===== src/rtl/scan_pkg.sv =====
// rtl/scan_pkg.sv - shared FSM state type and default widths for the data-memory scan checker
//
// Purpose : constants and types used by dmem_scan_checker and scan_cmp.
// Ports   : none (package).
package scan_pkg;

  localparam int SCAN_ADDR_W = 10;
  localparam int SCAN_DATA_W = 16;

  typedef enum logic [2:0] {
    ST_IDLE   = 3'd0,
    ST_ISSUE  = 3'd1,
    ST_WAIT   = 3'd2,
    ST_EMIT   = 3'd3,
    ST_FINISH = 3'd4
  } scan_state_t;

endpackage


===== src/rtl/scan_cmp.sv =====
// rtl/scan_cmp.sv - previous-word register plus ordering comparator for the scan checker
//
// Purpose : holds the last captured word and flags when the incoming word is
//           smaller than it. Comparison is signed when SCAN_SIGNED_EN is
//           defined, unsigned otherwise.
// Ports   : clk, reset (sync, active-high)
//           load  - capture strobe; word is stored as the new previous word
//           word  - word being captured this cycle
//           lt    - word < previous word (combinational)
module scan_cmp
  import scan_pkg::*;
#(
  parameter int DATA_W = SCAN_DATA_W
) (
  input  logic              clk,
  input  logic              reset,
  input  logic              load,
  input  logic [DATA_W-1:0] word,
  output logic              lt
);

  logic [DATA_W-1:0] prev;

  always_ff @(posedge clk) begin
    if (reset) begin
      prev <= '0;
    end else if (load) begin
      prev <= word;
    end
  end

`ifdef SCAN_SIGNED_EN
  assign lt = $signed(word) < $signed(prev);
`else
  assign lt = word < prev;
`endif

endmodule


===== config.mk =====
export PLATFORM = sky130hd
export DESIGN_NAME = scan_cmp
export DESIGN_NICKNAME = d
export VERILOG_FILES = /design/src/rtl/scan_pkg.sv /design/src/rtl/scan_cmp.sv
export SDC_FILE = /design/constraint.sdc
export NUM_CORES = 1
export LEC_CHECK = 0
export CAP_MARGIN = 40
export CELL_PAD_IN_SITES_DETAIL_PLACEMENT = 2
export CELL_PAD_IN_SITES_GLOBAL_PLACEMENT = 2
export CORE_AREA = 10 10 68 70
export CTS_BUF_LIST = sky130_fd_sc_hd__clkbuf_16
export CTS_CLUSTER_SIZE = 40
export DETAILED_ROUTE_END_ITERATION = 6
export DIE_AREA = 0 0 78 80
export GPL_TIMING_DRIVEN = 0
export PLACE_DENSITY_LB_ADDON = 0.1
export SYNTH_ARGS = -nofsm -noshare
export SYNTH_HDL_FRONTEND = slang
export SYNTH_SLANG_ARGS = --single-unit

===== constraint.sdc =====
create_clock -name clk -period 2.25 [get_ports clk]
set_input_delay 0.5625 -clock clk [delete_from_list [all_inputs] [get_ports clk]]
set_output_delay 0.5625 -clock clk [all_outputs]
set_load 0.05 [all_outputs]

* After elaboration in Yosys (flattened, before gate mapping) *
Index checks and enable logic that the tools add are counted.
Widths: inputs -> output; s select.

operators by class
  magnitude comparators = 1

operators by type and width
  kind          number
  $lt 16x16->1  1

word-level totals
  flip-flop bits (word level) = 16
  output and inout port bits = 1

* Depth between registers and ports, before layout *
  depth in word-level cells = 1
  mapped depth = 6

* Worst setup path before layout *
Ideal clock, no wire load.

  path kind = input -> output
  start = in word[13]
  end = out lt
  arrival = 2.259 ns
  slack = -0.572 ns
  stages = 5
  path buffers = 0
  path through = ha_1 a21o_1 a21o_1 a221o_1 a21oi_1

on the way
  cells in the longest elaborated chain, start to end = 1

RTL lines
  what             RTL line        RTL
  start, declared  scan_cmp.sv:18  input logic [DATA_W-1:0] word,
  $lt 16x16->1     scan_cmp.sv:35  assign lt = word < prev;
  end, declared    scan_cmp.sv:19  output logic lt

No other way between the ends.

* Final worst setup path *
Ends and elaborated chain as after synthesis.

==> impl_metrics.env <==
export IMPL_cp_max_fo=2
export IMPL_cp_num_buf_inv=2
export IMPL_clk_pin_slew_ps=50
export IMPL_critPathArrivalTime_ps=1860
export IMPL_syn_cell_area_um2=937
export IMPL_clk_latency_ps=240
export IMPL_largest_register="prev"
export IMPL_clock_path_buffers=2
export IMPL_ir_drop_mv=0.243
export IMPL_path_cells="buf_6 -> ha_4 -> a21o_1 -> a21o_1 -> a221o_1 -> a21oi_4 -> buf_6"
export IMPL_io_pins=20
export IMPL_whs_ps=496
export IMPL_rows=21
export IMPL_avgSynthCellArea_um2=9.01
export IMPL_power_leakage_nw=0.610
export IMPL_fin_crit_sh_pct=108
export IMPL_maxCapViolCount=0
export IMPL_wl_per_cell_um=14.7
export IMPL_drc_errors=0
export IMPL_cp_data_required_time_ps=1690
export IMPL_placed_cells=167
export IMPL_vias=812
export IMPL_grt_overflow_total=0
export IMPL_routed_wl_um=2530
export IMPL_synth_common_cells="inv_1 (17), nor2_1 (17), dfxtp_1 (16), mux2i_1 (16), ha_1 (15)"
export IMPL_cts_root_buffer_cell="clkbuf_16"
export IMPL_worst_pin_slew_ps=498
export IMPL_layout_cells_non_filler=172
export IMPL_power_density_mw_per_mm2=598
export IMPL_slowest_stage="a221o_1"
export IMPL_synthCells=104
export IMPL_hold_viol=0
export IMPL_rr_worst_depth=2
export IMPL_cts_buffers=3
export IMPL_syn2layout_area_growth_pct=55.4
export IMPL_synth_nets=138
export IMPL_routabilityCongestion=0.682
export IMPL_violations="negative setup slack"
export IMPL_synthDistinctLibCells=21
export IMPL_largestRegisters="prev x16"
export IMPL_async_flop_share_pct=0
export IMPL_critPathKind="in -> out"
export IMPL_antennaDiodeCount=0
export IMPL_track_usage_pct=9.17
export IMPL_ys_top_cells_by_area="dfxtp_1 (34%), ha_1 (20%), mux2i_1 (17%)"
export IMPL_largest_reg_flops=16
export IMPL_grt_pass1_vias=972
export IMPL_hp_class="reg -> reg"
export IMPL_h_tree_depth=1
export IMPL_ant_nets=0
export IMPL_worst_setup_path_start_kind="input port"
export IMPL_yosysSeqAreaShare_pct=34.2
export IMPL_finClkSkew_ps=0
export IMPL_whs_path_depth=2
export IMPL_fmax_mhz=412
export IMPL_die_w_um=78
export IMPL_synth_seq_cells=16
export IMPL_grt_pass1_wl_um=4590
export IMPL_cts_sinks=16
export IMPL_endpoint_kind="output pin"
export IMPL_hpwl_um=1860
export IMPL_ys_warn_count=0
export IMPL_layout_drive_gt1_share_pct=29.4
export IMPL_yosysTopAreaCellShare_pct=34.2
export IMPL_fin_nets=162
export IMPL_synth_main_ff_cell="dfxtp_1"
export IMPL_drtIter0Drc=10
export IMPL_tns_ps=-175
export IMPL_port_buffers=17
export IMPL_core_mm2=0.00328
export IMPL_min_period_ps=2430
export IMPL_crit_family="compound AO/OA/AOI/OAI gates"
export IMPL_start_util_pct=28.5
export IMPL_die_area_mm2=0.00624
export IMPL_fillers=357
export IMPL_grt_setup_unrepaired="yes"
export IMPL_synth_edf_count=0
export IMPL_grt_max_degree=11
export IMPL_status="finished with violations"
export IMPL_worst_slack_ps=-175
export IMPL_maxSlewViolCount=0
export IMPL_antenna_found_initial=0
export IMPL_drtPass1Iterations=2
export IMPL_cts_tree="built"
export IMPL_path_depth=7
export IMPL_vias_per_cell=4.72
export IMPL_synth_area_leader_cell="dfxtp_1"
export IMPL_fp_dieH_um=80
export IMPL_max_slew_margin_pct=66.8
export IMPL_max_stage_delay_ps=350
export IMPL_setup_violations=1
==> path summary, 6_finish.rpt <==
kind,start,endpoint,slack (ps)
worst max register to register,prev[0],prev[0],1620
worst min-delay path,prev[11],prev[11],500
worst max-delay path,word[13],lt,-180
worst min register to register,prev[11],prev[11],500
==> cell families (layout without fill, tap and decap cells) <==
| logic type | Yosys count | count (layout) | share of synthesized area (%) |
|---|---|---|---|
| simple gates | 24 | 24 | 10.8 |
| fa+ha+maj | 15 | 15 | 20.0 |
| mux | 16 | 16 | 17.1 |
| flops | 16 | 16 | 34.2 |
| buf+inv | 21 | 43 | 8.94 |
| compound gates | 12 | 12 | 8.95 |
==> stage by stage <==
step | total power, W | setup slack (ps) | area [um^2] | utilization (%)
global placement | 0.000474 | -1220 | 1190 | 36.2
detailed placement | 0.000481 | -1220 | 1190 | 36.2
global route | 0.000935 | -248 | 1460 | 44.3
finish | 0.000870 | -175 | 1460 | 44.3
floorplan | 0.000415 | -34.8 | 961 | -
CTS | 0.000887 | -187 | 1460 | 44.3
==> power breakdown <==
group	internal, W	leakage, nW	switching (W)
logic	0.000108	0.440	0.000104
registers	0.000301	0.133	0.00000907
clock network	0.000234	0.0370	0.000114
==> area by class of cell <==
| cell class | count | area [um^2] | share of cell area (%) |
|---|---|---|---|
| Multi-Input combinational cell | 67 | 737 | 50.6 |
| Tap cell | 46 | 57.6 | 3.95 |
| Timing Repair Buffer | 19 | 181 | 12.5 |
| Buffer | 4 | 20.0 | 1.37 |
| Inverter | 17 | 63.8 | 4.38 |
| Sequential cell | 16 | 322 | 22.1 |
| Clock buffer | 3 | 75.1 | 5.15 |
==> routing by layer <==
metal / GRT usage [%] / vias up / routed length (um)
met5: 0 / - / 0
met4: 3.76 / 0 / 36
met3: 1.91 / 4 / 60
met2: 16.6 / 12 / 1340
met1: 10.2 / 402 / 1100
li1: - / 394 / -
==> tightest hold or removal path: cells and delay by family (launching register included) <==
kind | cells | cell delay [ps]
DFF | 1 | 320
muxes | 1 | 70
and+or+nand+nor | 1 | 70
==> cells in the final DEF (no fill, tap or decap) <==
cell type | synthesis | final
buf_2 | 1 | 3
and3_4 | 0 | 1
o21ai_1 | 0 | 1
nor2_1 | 17 | 16
buf_4 | 1 | 3
clkbuf_1 | 1 | 1
nand2b_4 | 0 | 1
a21o_1 | 3 | 3
dfxtp_2 | 0 | 1
buf_1 | 1 | 1
a2111oi_4 | 0 | 1
ha_2 | 0 | 1
nor2_2 | 0 | 1
inv_1 | 17 | 16
dlygate4sd2_1 | 0 | 2
ha_4 | 0 | 10
a21oi_1 | 3 | 1
mux2i_1 | 16 | 16
o21a_1 | 1 | 1
nand2_1 | 2 | 2
clkdlybuf4s15_2 | 0 | 5
ha_1 | 15 | 4
nor3_1 | 1 | 1
a221o_1 | 1 | 1
nand4_1 | 2 | 2
clkdlybuf4s15_1 | 0 | 6
dfxtp_1 | 16 | 15
o311ai_4 | 0 | 1
o21ai_4 | 0 | 1
a21oi_2 | 0 | 1
a21oi_4 | 0 | 1
inv_2 | 0 | 1
buf_6 | 0 | 2
clkbuf_16 | 0 | 3
==> timing repair <==
item | in CTS | in global routing
setup buffers | 2 | 0
hold buffers | 0 | 0
resized for setup | 73 | 0
pin swaps | 29 | 1
endpoints found under the setup margin | 1 | 1
Power figures use the tool's default switching activity.
